--- src/rtl/seg_scan_driver.sv ---
// seg_scan_driver: time-multiplexed seven-segment driver for a common-anode
// display. A frame of N_DIGITS hex digits is captured into shadow registers
// at each frame start and scanned out one digit per refresh slot
// (2^DIV_WIDTH clocks). All display outputs are registered.
//
// Optional feature: define SEG_SCAN_DIM_EN to enable PWM dimming, where the
// digit is lit while the top four prescaler bits are <= the captured
// brightness. Without it the brightness port is accepted but ignored.
module seg_scan_driver #(
    parameter int N_DIGITS  = 4,
    parameter int DIV_WIDTH = 16
) (
    input  logic                    clk,
    input  logic                    rst_n,
    input  logic                    en,
    input  logic [4*N_DIGITS-1:0]   digits_in,
    input  logic [N_DIGITS-1:0]     dp_in,
    input  logic [N_DIGITS-1:0]     blank_in,
    input  logic [3:0]              brightness,
    output logic [N_DIGITS-1:0]     anode,
    output logic [6:0]              seg,
    output logic                    dp,
    output logic                    frame_tick
);

    localparam int IDX_W = (N_DIGITS > 1) ? $clog2(N_DIGITS) : 1;
    localparam logic [IDX_W-1:0] LAST_IDX = IDX_W'(N_DIGITS - 1);

    // Scan position
    logic [DIV_WIDTH-1:0]  pre_cnt;
    logic [IDX_W-1:0]      idx;
    logic                  load_pending;

    // Frame captured at frame start; the scan only ever reads these
    logic [4*N_DIGITS-1:0] shadow_digits;
    logic [N_DIGITS-1:0]   shadow_dp;
    logic [N_DIGITS-1:0]   shadow_blank;

    // Decoded control
    logic                  slot_tick;
    logic                  frame_wrap;
    logic                  load_now;
    logic                  pwm_on;
    logic                  lit;
    logic [3:0]            cur_digit;

    // Next values of the registered outputs
    logic [N_DIGITS-1:0]   anode_nx;
    logic [6:0]            seg_nx;
    logic                  dp_nx;

    // Hex to active-low {g,f,e,d,c,b,a}
    function automatic logic [6:0] hex_to_seg(input logic [3:0] value);
        logic [6:0] pattern;
        pattern = 7'h7F;
        case (value)
            4'h0: pattern = 7'b1000000;
            4'h1: pattern = 7'b1111001;
            4'h2: pattern = 7'b0100100;
            4'h3: pattern = 7'b0110000;
            4'h4: pattern = 7'b0011001;
            4'h5: pattern = 7'b0010010;
            4'h6: pattern = 7'b0000010;
            4'h7: pattern = 7'b1111000;
            4'h8: pattern = 7'b0000000;
            4'h9: pattern = 7'b0010000;
            4'hA: pattern = 7'b0001000;
            4'hB: pattern = 7'b0000011;
            4'hC: pattern = 7'b1000110;
            4'hD: pattern = 7'b0100001;
            4'hE: pattern = 7'b0000110;
            4'hF: pattern = 7'b0001110;
            default: pattern = 7'h7F;
        endcase
        return pattern;
    endfunction

    assign slot_tick  = en && (pre_cnt == '1);
    assign frame_wrap = slot_tick && (idx == LAST_IDX);
    // The post-reset load and a frame wrap can coincide; either way it is a
    // single load and a single frame_tick.
    assign load_now   = en && (load_pending || frame_wrap);

`ifdef SEG_SCAN_DIM_EN
    logic [3:0] shadow_bright;

    // Capture the brightness with the rest of the frame
    always_ff @(posedge clk) begin
        if (!rst_n) begin
            shadow_bright <= '0;
        end else if (load_now) begin
            shadow_bright <= brightness;
        end
    end

    assign pwm_on = (pre_cnt[DIV_WIDTH-1 -: 4] <= shadow_bright);
`else
    logic unused_brightness;
    assign unused_brightness = ^brightness;
    assign pwm_on            = 1'b1;
`endif

    // Select and decode the digit currently addressed by idx
    always_comb begin
        // NOTE: every signal driven here gets a default first so that no path
        // leaves it unassigned, which would otherwise infer a latch.
        cur_digit = shadow_digits[4*idx +: 4];
        // Stay dark on the load cycle so the first digit shown after reset
        // is already the freshly captured frame, not the cleared shadows.
        lit       = en && !load_pending && !shadow_blank[idx] && pwm_on;
        anode_nx  = '1;
        seg_nx    = 7'h7F;
        dp_nx     = 1'b1;
        if (lit) begin
            anode_nx = ~(N_DIGITS'(1) << idx);
            seg_nx   = hex_to_seg(cur_digit);
            dp_nx    = ~shadow_dp[idx];
        end
    end

    // Prescaler, digit index and pending-load flag; frozen while en is low
    always_ff @(posedge clk) begin
        // NOTE: sequential state is updated only with non-blocking assignments
        // so every register samples the pre-edge values of its neighbours.
        if (!rst_n) begin
            pre_cnt      <= '0;
            idx          <= '0;
            load_pending <= 1'b1;
        end else if (en) begin
            pre_cnt <= pre_cnt + DIV_WIDTH'(1);
            if (slot_tick) begin
                // Explicit wrap so non-power-of-two digit counts skip unused codes
                idx <= (idx == LAST_IDX) ? '0 : idx + IDX_W'(1);
            end
            if (load_now) begin
                load_pending <= 1'b0;
            end
        end
    end

    // Shadow frame registers, loaded only at frame start
    always_ff @(posedge clk) begin
        if (!rst_n) begin
            shadow_digits <= '0;
            shadow_dp     <= '0;
            shadow_blank  <= '0;
        end else if (load_now) begin
            shadow_digits <= digits_in;
            shadow_dp     <= dp_in;
            shadow_blank  <= blank_in;
        end
    end

    // Registered output stage driving the display pins
    always_ff @(posedge clk) begin
        if (!rst_n) begin
            anode      <= '1;
            seg        <= 7'h7F;
            dp         <= 1'b1;
            frame_tick <= 1'b0;
        end else begin
            anode      <= anode_nx;
            seg        <= seg_nx;
            dp         <= dp_nx;
            frame_tick <= load_now;
        end
    end

endmodule
--- config.mk ---
export PLATFORM = sky130hd
export DESIGN_NAME = seg_scan_driver
export DESIGN_NICKNAME = d
export VERILOG_FILES = /design/src/rtl/seg_scan_driver.sv
export SDC_FILE = /design/constraint.sdc
export NUM_CORES = 1
export LEC_CHECK = 0
export ABC_CLOCK_PERIOD_IN_PS = 1960
export BUFFER_PORTS_ARGS = -buffer_cell sky130_fd_sc_hd__buf_2
export CAP_MARGIN = 20
export CORE_UTILIZATION = 50
export CTS_CLUSTER_DIAMETER = 200
export DETAILED_ROUTE_END_ITERATION = 16
export PLACE_DENSITY = 0.74
export SLEW_MARGIN = 20
export SYNTH_ARGS = -nofsm -noshare
export SYNTH_HDL_FRONTEND = slang
export SYNTH_SLANG_ARGS = --single-unit
--- constraint.sdc ---
create_clock -name clk -period 1.96 [get_ports clk]
set_input_delay 0.392 -clock clk [delete_from_list [all_inputs] [get_ports clk]]
set_output_delay 0.392 -clock clk [all_outputs]
set_load 0.03 [all_outputs]
======== Word-level counts from Yosys, hierarchy flattened ========
Memory sizes are Yosys's and may differ from the RTL's. A register that Yosys moved wholly into a read port is not among the register bits.
Index checks and enable logic that the tools add are counted.
word-level totals
  bits in read-only memories .............. 112
  register bits ........................... 49
  memories ................................ 1
memory list
  name              words  bits a word  rd ports  clocked after memory_dff  write ports  line  RTL
  (name not given)  16     7            1         1                         0            56    case (value)
cells by class
  add/sub/neg operators ................... 2
  reduce and logical (&&, ||, !) cells .... 12
  shift operators ......................... 2
  order comparisons ....................... 1
  bitwise logic cells ..................... 2
  equality and inequality tests ........... 2
  mux-type cells .......................... 5
operators with widths
  kind                                                 count
  adder 16 x 1 -> 16 bit (second input constant)       1
  equality test 16 bit (second input constant)         1
  indexed part select 16 x 5 -> 4 bit                  1
  AND reduction 2 bit                                  3
  logical AND 1 bit                                    5
  binary-select mux 1 bit (select 2 bit)               2
  inverter 4 bit                                       1
  << shifter 1 x 2 -> 4 bit (first input constant)     1
  logical NOT 1 bit                                    3
  < comparator 2 x 3 -> 1 bit (second input constant)  1
  adder 2 x 1 -> 2 bit (second input constant)         1
  equality test 2 bit (second input constant)          1
  2-to-1 mux 1 bit                                     2
  2-to-1 mux 2 bit                                     1
  logical OR 1 bit                                     1
  inverter 1 bit                                       1

======== Longest topological paths before layout ========
  depth in word-level cells ............... 6
  mapped depth ............................ 8
  mapped depth without buffers ............ 7

======== Worst setup path before layout ========
Ideal clock, no wire load.
  path type ............................... register to register
  start ................................... register idx[0]
  end ..................................... register seg[0]
  arrival time ............................ 2.054 ns
  cell stages (with the launch flop) ...... 8
  setup slack ............................. -0.181 ns
  buffers on the path ..................... 1
  cells stage by stage .................... dfxtp_1 > buf_2 > mux4_2 > inv_1 > ha_1 > nor2_1 > a22o_1 > o31ai_1
between the ends
  cells in the longest elaborated chain, start to end .. 6
RTL lines
  what                                    line  RTL
  start, declared                         31    logic [IDX_W-1:0] idx;
  start signal, assigned                  133   idx <= (idx == LAST_IDX) ? '0 : idx + IDX_W'(1);
  binary-select mux 1 bit (select 2 bit)  110   lit = en && !load_pending && !shadow_blank[idx] && pwm_on;
  2-to-1 mux 1 bit (implied by the code)  110
  logical NOT 1 bit                       110
  logical AND 1 bit                       110
  AND reduction 2 bit (no source line)    --
  logical NOT 1 bit (no source line)      --
  end, declared                           21    output logic [6:0] seg,
Parallel ways exist; a longest one is shown, timed or not. The select of a mux whose other input is x is not followed.
A chain may end at the register's enable or synchronous reset.

======== Final worst setup path ========
  start ................................... register pre_cnt[0]
  end ..................................... register idx[0]
between the ends
  cells in the longest elaborated chain, start to end .. 3
RTL lines
  what                                  line  RTL
  start, declared                       30    logic [DIV_WIDTH-1:0] pre_cnt;
  start signal, assigned                130   pre_cnt <= pre_cnt + DIV_WIDTH'(1);
  equality test 16 bit                  78    assign slot_tick = en && (pre_cnt == '1);
  logical AND 1 bit                     78
  AND reduction 2 bit (no source line)  --
No other way between the ends.

==> run summary <==
final setup violating endpoints -> 0
Seq/Total Area, Yosys -> 37.2%
syn_nets -> 408
Slew HR -> 68.7%
grt total ovfl -> 0
Detail Route Antenna Nets -> 0
critical path class -> reg -> reg
CTS tree -> done
core footprint -> 5680 um^2
Int Pwr -> 1.79 mW
WHS Path Cells -> 3
Root Driver -> clkbuf_8
Syn. warnings -> 0
Period minus WS final -> 1900 ps
PortBufs -> 39
drc violations -> 0
vias in the first global route -> 2397
RSZ-0062 raised after global routing -> yes
Fmax -> 0.527 GHz
Area Growth Syn to Fin -> 15.7%
initial antenna violation count -> 0
Die ar. -> 6350 um^2
Layout Utilization -> 61.5%
Total GRT Usage -> 21.5%
H-Tree Depth -> 2
maximum VDD drop -> 0.319 mV
CTS Buf Count -> 5
first-pass GRT wire length -> 10800 um
IO Count -> 44
Max Root-Sink Buffers -> 2
LEAKAGE -> 1.44 nW
HP Class -> in -> reg
Setup Skew -> 7.02 ps
Die W -> 79.7 um
via count -> 2701
clk_lat worst skew -> 310 ps
Final period util -> 96.8%
final net count -> 449
part of the power in registers -> 51.7%
NetSw -> 0.633 mW
critical path endpoint category -> flip-flop
drt via density -> 5.63
Inserted Diodes -> 0
initial DRC count -> 95
Net Sw Frac -> 26.1%
hold_buf cts -> 0
Mapped Area -> 3020 um^2
length of the first detailed-routing pass in iterations -> 4
mean post-synth cell area -> 8.24 um^2
Final Total Pwr -> 2.43 mW
share of cells above drive strength 1 -> 21.1%
crit path max fanout -> 5
Slew @ Worst Pin -> 468 ps
Filler cells -> 499
Clock Sink Count -> 56
routability cong. -> 0.792
status -> finished, final reports clean
R2R depth -> 5
Slew Limit Fails -> 0
Pwr Density -> 695 nW/um^2
Comb pwr share -> 17.4%
CP Launch Type -> flip-flop
Post-Route WL -> 6460 um
max-cap violations -> 0
Worst-path clk slew -> 100 ps
drt wl/cell -> 13.5 um
post-synthesis cell type count -> 34
Final Hold Viols -> 0
FF+latch count, synth -> 56
largest net degree at the start of global routing -> 49
Post-Synthesis Cells -> 366
WP data arrival -> 2140 ps
clock power share -> 31.0%
Detail Placement HPWL -> 4370 um
critical path required time -> 2200 ps
die height -> 79.7 um
# rows -> 27
Initial Util -> 53.2%
## timing repair
item / CTS / global route
setup buffers: 0 / 1
gates resized for setup: 0 / 9
setup endpoints to repair: 0 / 23
## logic make-up (layout without fill, tap and decap cells)
| kind of cell | after synthesis | in the layout | synth area share (%) |
|---|---|---|---|
| AO/OA/AOI/OAI | 65 | 65 | 14.8 |
| XOR/XNOR | 13 | 13 | 3.77 |
| adder cells (fa/ha/maj) | 11 | 11 | 4.56 |
| buffers and inverters | 36 | 78 | 4.81 |
| flip-flops | 56 | 56 | 37.2 |
| multiplexers | 22 | 22 | 9.66 |
| AND/OR/NAND/NOR | 163 | 163 | 25.2 |
## synth_stat cells
cell      number  area share (%)
nand3b_1       3            0.75
o31ai_1        2            0.50
nor2_1        41             5.1
or4_4          1            0.37
o221ai_1       2            0.58
and3_1        26             5.4
nand4_1        6             1.2
buf_1          1            0.12
ha_1          11             4.6
buf_2          2            0.33
dfxtp_1       56              37
o21ai_0        3            0.50
or4_1          1            0.25
or3_1          3            0.62
a21oi_1       28             4.6
o311ai_0      25             7.3
nand2b_1       3            0.62
mux4_2         5             3.7
clkbuf_1      23             2.9
and4_1         2            0.58
nand4_2        1            0.41
xor2_1         8             2.3
inv_1          9             1.1
nand2_1       66             8.2
nor3_1         4            0.66
nand3_1        6             1.0
buf_6          1            0.37
mux2i_1       12             4.0
xnor2_1        5             1.5
o31a_1         1            0.29
mux2_2         4             1.5
mux2i_2        1            0.46
o211ai_1       3            0.75
a22o_1         1            0.29
## path summary, 6_finish.rpt
check / from / slack, ps / endpoint
worst max-delay path: pre_cnt[0]$_SDFFE_PN0P_ / 60 / idx[0]$_SDFFE_PN0P_
worst max register to register: pre_cnt[0]$_SDFFE_PN0P_ / 60 / idx[0]$_SDFFE_PN0P_
worst min register to register: pre_cnt[11]$_SDFFE_PN0P_ / 480 / pre_cnt[11]$_SDFFE_PN0P_
worst min-delay path: digits_in[5] / 360 / shadow_digits[5]$_SDFFE_PN0P_
## routing by layer
layer  GRT usage (%)  wire length (um)
met5               0                 0
met2            35.1              3030
met1            29.1              3140
met3            3.77               200
met4            5.82                89
## final cells by class
class / count / area (um^2) / area share, %
sequential: 56 / 1120 / 32.2
inverter: 9 / 33.8 / 0.968
tap: 72 / 90.1 / 2.58
clock buffer: 6 / 72.6 / 2.08
timing repair buffer: 61 / 373 / 10.7
clock inverter: 2 / 35.0 / 1.00
multi-input combinational: 274 / 1760 / 50.5
## cell usage in the layout (no fill, tap or decap), types with 8 or more instances in the layout
master / n
inv_1: 8
mux2i_1: 12
ha_1: 9
and3_1: 26
dfxtp_1: 54
xor2_1: 8
buf_2: 39
a21oi_1: 28
nand2_1: 66
buf_4: 21
nor2_1: 41
o311ai_0: 19
## registers in the layout (all words and copies together), names as in the netlist
| name | count |
|---|---|
| seg | 7 |
| shadow_digits | 16 |
| idx | 2 |
| shadow_dp | 4 |
| frame_tick | 1 |
| load_pending | 1 |
| dp | 1 |
| shadow_blank | 4 |
| anode | 4 |
| pre_cnt | 16 |
## critical path, cell delays in order (launching register included)
cell	delay, ps
dfxtp_1	360
ha_2	190
inv_1	60
or4_4	580
or4_1	500
a21oi_1	140
## power groups by stage
stage	logic (mW)	clock network (mW)	registers (mW)
after global routing	0.472	0.820	1.26
final	0.421	0.751	1.25
after detailed placement	0.410	0	1.28
after global placement	0.393	0	1.27
after CTS	0.412	0.769	1.25
after floorplan	0.276	0	1.28
## per-stage QoR
step	hold WS, ps	instance area, um^2	cells	setup TNS (ps)	setup slack (ps)
after global placement	462	3370	471	0	81.2
after floorplan	446	3030	366	-8.58	-8.58
final	362	3490	480	0	63.0
after detailed placement	469	3370	471	0	54.3
after global routing	375	3490	480	-1.42	-1.42
after CTS	376	3470	479	0	21.1
No activity file was read; power rests on OpenSTA's default activity.
